## config.mk

```make
export PLATFORM = sky130hd
export DESIGN_NAME = istra_iter_ctrl
export DESIGN_NICKNAME = d
export VERILOG_FILES = /design/src/rtl/istra_iter_ctrl.sv
export SDC_FILE = /design/constraint.sdc
export NUM_CORES = 1
export LEC_CHECK = 0
export CORE_UTILIZATION = 47
export DETAILED_ROUTE_END_ITERATION = 10
export GPL_TIMING_DRIVEN = 0
export PLACE_DENSITY = 0.67
export SLEW_MARGIN = 10
export SYNTH_ARGS = -nofsm -noshare
export SYNTH_HDL_FRONTEND = slang
export SYNTH_SLANG_ARGS = --single-unit
export TNS_END_PERCENT = 1
```

## constraint.sdc

```tcl
create_clock -name CLK -period 4 [get_ports CLK]
set_input_delay 0.4 -clock CLK [delete_from_list [all_inputs] [get_ports CLK]]
set_output_delay 0.4 -clock CLK [all_outputs]
set_load 0.02 [all_outputs]
```

## src/rtl/istra_iter_ctrl.sv

```systemverilog
// Iteration sequencer for one stochastic ISTA tile: clears the tile, runs one
// counted bitstream window per iteration and stops on convergence or iteration limit.
//
// state | meaning
// IDLE  | waiting for start; result, iter_count and converged hold
// CLEAR | istra_init high for CLR_CYC cycles, acc/Rc/wc cleared
// RUN   | warm-up then counted window, Rc stepping every cycle
// LATCH | publish acc as result, decide converge/limit/next iteration
// DONE  | one-cycle completion pulse
module istra_iter_ctrl #(
    parameter int STREAM_LEN = 256,
    parameter int WARMUP     = 8,
    parameter int CLR_CYC    = 2,
    parameter int MAX_ITER   = 32,
    parameter int TOL        = 2,
    parameter int ACC_W      = $clog2(STREAM_LEN) + 2,
    parameter int IT_W       = $clog2(MAX_ITER + 1)
) (
    input  logic                    CLK,
    input  logic                    INIT_n,
    input  logic                    start,
    input  logic                    abort,
    input  logic                    x_out,
    input  logic                    SIGN_x_out,
    output logic                    istra_init,
    output logic [1:0]              Rc,
    output logic                    busy,
    output logic                    result_valid,
    output logic signed [ACC_W-1:0] result,
    output logic [IT_W-1:0]         iter_count,
    output logic                    done,
    output logic                    converged
);

    localparam logic [2:0] S_IDLE  = 3'd0;
    localparam logic [2:0] S_CLEAR = 3'd1;
    localparam logic [2:0] S_RUN   = 3'd2;
    localparam logic [2:0] S_LATCH = 3'd3;
    localparam logic [2:0] S_DONE  = 3'd4;

    localparam int WC_W = $clog2(WARMUP + STREAM_LEN);
    localparam int CL_W = (CLR_CYC > 1) ? $clog2(CLR_CYC) : 1;
    localparam logic [WC_W-1:0] WC_LAST  = WC_W'(WARMUP + STREAM_LEN - 1);
    localparam logic [CL_W-1:0] CLR_LOAD = CL_W'(CLR_CYC - 1);
    localparam logic signed [ACC_W:0] TOL_S = (ACC_W + 1)'(TOL);

    logic [2:0]              state;
    logic [WC_W-1:0]         wc;
    logic [CL_W-1:0]         clr_cnt;
    logic signed [ACC_W-1:0] acc;
    logic signed [ACC_W-1:0] step;
    logic signed [ACC_W:0]   delta;
    logic                    within_tol;
    logic                    counting;
    logic [IT_W:0]           iter_next;

    generate
        if (WARMUP == 0) begin : g_no_warm
            assign counting = 1'b1;
        end else begin : g_warm
            assign counting = (wc >= WC_W'(WARMUP));
        end
    endgenerate

    // The old result is the previous estimate, so no separate copy is needed for delta.
    always_comb begin
        step = '0;
        if (x_out) step = SIGN_x_out ? '1 : ACC_W'(1);
        delta      = {acc[ACC_W-1], acc} - {result[ACC_W-1], result};
        within_tol = (delta <= TOL_S) && (delta >= -TOL_S);
        iter_next  = {1'b0, iter_count} + (IT_W + 1)'(1);
    end

    always_ff @(posedge CLK) begin
        if (!INIT_n) begin
            state        <= S_IDLE;
            wc           <= '0;
            clr_cnt      <= '0;
            acc          <= '0;
            istra_init   <= 1'b0;
            Rc           <= 2'd0;
            busy         <= 1'b0;
            result_valid <= 1'b0;
            result       <= '0;
            iter_count   <= '0;
            done         <= 1'b0;
            converged    <= 1'b0;
        end else begin
            result_valid <= 1'b0;
            done         <= 1'b0;
            case (state)
                S_IDLE: begin
                    if (start) begin
                        state      <= S_CLEAR;
                        busy       <= 1'b1;
                        istra_init <= 1'b1;
                        clr_cnt    <= CLR_LOAD;
                        acc        <= '0;
                        wc         <= '0;
                        Rc         <= 2'd0;
                        iter_count <= '0;
                        converged  <= 1'b0;
                        result     <= '0;
                    end
                end
                S_CLEAR: begin
                    if (abort) begin
                        state      <= S_IDLE;
                        busy       <= 1'b0;
                        istra_init <= 1'b0;
                    end else begin
                        acc <= '0;
                        wc  <= '0;
                        Rc  <= 2'd0;
                        if (clr_cnt == '0) begin
                            state      <= S_RUN;
                            istra_init <= 1'b0;
                        end else begin
                            clr_cnt <= clr_cnt - CL_W'(1);
                        end
                    end
                end
                S_RUN: begin
                    if (abort) begin
                        state <= S_IDLE;
                        busy  <= 1'b0;
                        acc   <= '0;
                    end else begin
                        if (counting) acc <= acc + step;
                        if (wc == WC_LAST) begin
                            state        <= S_LATCH;
                            result_valid <= 1'b1;
                        end else begin
                            wc <= wc + WC_W'(1);
                            Rc <= Rc + 2'd1;
                        end
                    end
                end
                S_LATCH: begin
                    if (abort) begin
                        state <= S_IDLE;
                        busy  <= 1'b0;
                        acc   <= '0;
                    end else begin
                        result     <= acc;
                        iter_count <= iter_next[IT_W-1:0];
                        if ((iter_next >= (IT_W + 1)'(2)) && within_tol) begin
                            converged <= 1'b1;
                            done      <= 1'b1;
                            state     <= S_DONE;
                        end else if (iter_next == (IT_W + 1)'(MAX_ITER)) begin
                            done  <= 1'b1;
                            state <= S_DONE;
                        end else begin
                            state      <= S_CLEAR;
                            istra_init <= 1'b1;
                            clr_cnt    <= CLR_LOAD;
                            acc        <= '0;
                            wc         <= '0;
                            Rc         <= 2'd0;
                        end
                    end
                end
                S_DONE: begin
                    state <= S_IDLE;
                    busy  <= 1'b0;
                end
                default: begin
                    state      <= S_IDLE;
                    busy       <= 1'b0;
                    istra_init <= 1'b0;
                end
            endcase
        end
    end

endmodule

```

==> metrics.yaml, run 1 <==
dr.pass1.iters: 4
fin_cells: 493
hpwl_mm: 5.42
layout_common_cells: "46 x dfxtp_1, 41 x a21oi_1, 39 x nor2_1, 27 x clkdlybuf4s50_1, 24 x ha_1"
pwr-share-seq_pct: 53.2
grt_use_total_pct: 20.9
clockPowerShare_pct: 35.6
seqCellArea_sq_um: 921
synth_seq_cells: 46
worstSkewPairLatency_ns: 0.31
final_max_slew_viol_count: 0
gp_congestion: 0.865
p_leak_nw: 1.29
worst_ep_required_time_ns: 4.23
drt_iter0_drc: 149
setup_viol: 0
path_class: "reg -> reg"
clock-sinks: 46
routedWlPerCell_um: 14.8
internal-power_mw: 0.638
synth_edf_count: 0
muxShareOfSynthArea_pct: 0.326
ctsRootBufferMaster: "clkbuf_8"
synth_top_family_by_area: "compound AO/OA/AOI/OAI gates"
dp_cells: 485
cts_resized: 0
cts_setup_buffers: 0
async_flop_share_pct: 0
core_area_sq_um: 6310
finClkSkew_ns: 0.0131
synth_nets: 413
worstMarginPinSlew_ns: 0.582
synth.distinct_cells: 60
synth-xor-area-share_pct: 4.28
fill_cells: 603
min_path_type: "reg -> reg"
worstSetupEndpointType: "flop"
routed_wl_mm: 7.28
power.density_nw_per_um2: 249
syn_inst: 381
max_cap_viol_count: 0
synth-simple-area-share_pct: 23.2
fin_crit_sh_pct: 86.2
combPwrFrac_pct: 11.2
final_hold_viol_count: 0
slew-limit-headroom_pct: 61.2
worstPathArrival_ns: 3.68
swShare_pct: 27.6
max_freq_mhz: 290
syn_area_sq_um: 3070
postRouteAntennaNets: 0
cts_buffers: 5
post-route-drc-count: 0
vias: 2845
multi_input_area_sq_um: 1980
dieHeight_um: 82.8
num-nets-final: 447
antenna_found_initial: 0
final_common_cell: "dfxtp_1"
rsz0062_at_grt: "false"
ir_drop_mv: 0.121
htreeDepth: 2
grt_pass1_vias: 2606
cp_max_fo: 10
num_rows: 29
cts_tree: "built"
worstSetupStartpointType: "flop"
path_clk_slew_ns: 0.10
synth_compound_area_share_pct: 25.5
overflow: 0
setup-tns-final_ns: 0
yosysWarnings: 0
start_util_pct: 48.7
synth_fa_ha_area_share_pct: 11.1
clk_path_buf_depth: 2
synth-seq-area-share_pct: 30.0
io_pins: 29
cts_hold_buf: 0
grt_pass1_wl_mm: 12.0
post-route-min-period_ns: 3.45
syn_to_final_growth_pct: 15.0
dieWidth_um: 82.8
io_buffers: 27
synthFlopType: "dfxtp_1"
grt_max_degree: 15
dieArea_sq_um: 6860
postSynthAreaPerCell_sq_um: 8.06
antennaDiodeCount: 0
avgViaCountPerCell: 5.77
power_switching_mw: 0.243
outcome: "completed"
drive_gt1_share_pct: 5.77
==> logic make-up (layout without fill, tap and decap cells) <==
family / after synthesis / after routing
buffers and inverters: 39 / 74
muxes: 1 / 1
adders and majority gates: 26 / 26
xor gates and xnor gates: 15 / 15
and+or+nand+nor: 133 / 133
DFF: 46 / 46
AOI/OAI and AO/OA: 121 / 121
==> stage by stage <==
step	util (%)	setup WS (ns)	hold slack (ns)	cell area (sq um)	total power, mW
floorplan	-	0.902	0.460	3070	0.546
global placement	54.5	0.442	0.465	3440	0.577
detailed placement	54.5	0.414	0.480	3440	0.577
CTS	56.0	0.551	0.495	3530	0.887
global route	56.0	0.290	0.509	3530	0.916
finish	56.0	0.551	0.495	3530	0.881
==> worst paths after layout <==
kind	from	end	slack, ns	cells after the start
worst max-delay path	acc[0]	acc[2]	0.55	14
worst min-delay path	busy	busy	0.49	2
worst max register to register	acc[0]	acc[2]	0.55	14
worst min register to register	busy	busy	0.49	2
==> worst max-delay path, cell delays in order (launching register included) <==
cell	delay (ns)
dfxtp_1	0.40
inv_1	0.07
ha_1	0.21
fa_1	0.39
nand2b_2	0.21
a211oi_1	0.31
nor2_1	0.09
xor2_1	0.16
nand2b_1	0.14
or4_1	0.50
buf_4	0.18
a31oi_4	0.20
buf_2	0.27
o21ai_1	0.11
a21oi_1	0.14
==> metal layers <==
layer	up-vias	track usage, %	wire length, um
met2	40	34.9	3360
met1	1336	28.2	3610
met4	0	5.02	78
met5	-	0	0
li1	1462	-	-
met3	7	3.48	228
==> Yosys cell counts, types with 7 or more instances <==
library cell / number / area share (%)
nand2_1: 18 / 2.2
ha_1: 24 / 9.8
dfxtp_1: 46 / 30
clkbuf_1: 11 / 1.3
xor2_1: 8 / 2.3
xnor2_1: 7 / 2.0
inv_1: 21 / 2.6
o21ai_1: 15 / 2.4
a21oi_1: 41 / 6.7
o21ai_0: 13 / 2.1
nor2_1: 39 / 4.8
nor3_1: 11 / 1.8
or4_1: 16 / 3.9
a22oi_1: 10 / 2.4
a21o_1: 8 / 2.0
or3_1: 7 / 1.4
nand3_1: 9 / 1.5
==> area by class of cell <==
cell class              count  area share (%)
repair buffers             27            7.65
inverters                  21            2.23
clock inverters             2           0.354
well taps                  77            2.73
flip-flops and latches     46            26.1
plain buffers              18            2.66
clock buffers               6            2.34
multi-input cells         296            56.0
==> power groups by stage <==
stage | Clock, mW | Sequential, mW | Combinational, mW
finish | 0.314 | 0.469 | 0.0986
global route | 0.337 | 0.470 | 0.109
CTS | 0.320 | 0.469 | 0.0985
detailed placement | 0 | 0.479 | 0.0981
global placement | 0 | 0.479 | 0.0977
floorplan | 0 | 0.481 | 0.0655
==> registers in the layout, summed over array words and instances, names as in the netlist <==
signal	cells
done	1
converged	1
busy	1
Rc	2
clr_cnt	1
iter_count	6
state	3
acc	10
wc	9
result	10
result_valid	1
istra_init	1
Power figures use the tool's default switching activity.
==> inputs of run 2 (changes only) <==
TNS_END_PERCENT = 20   (was 1)
==> results of run 2 <==
No change in the layout: final DEF, timing and power equal those of run 1.
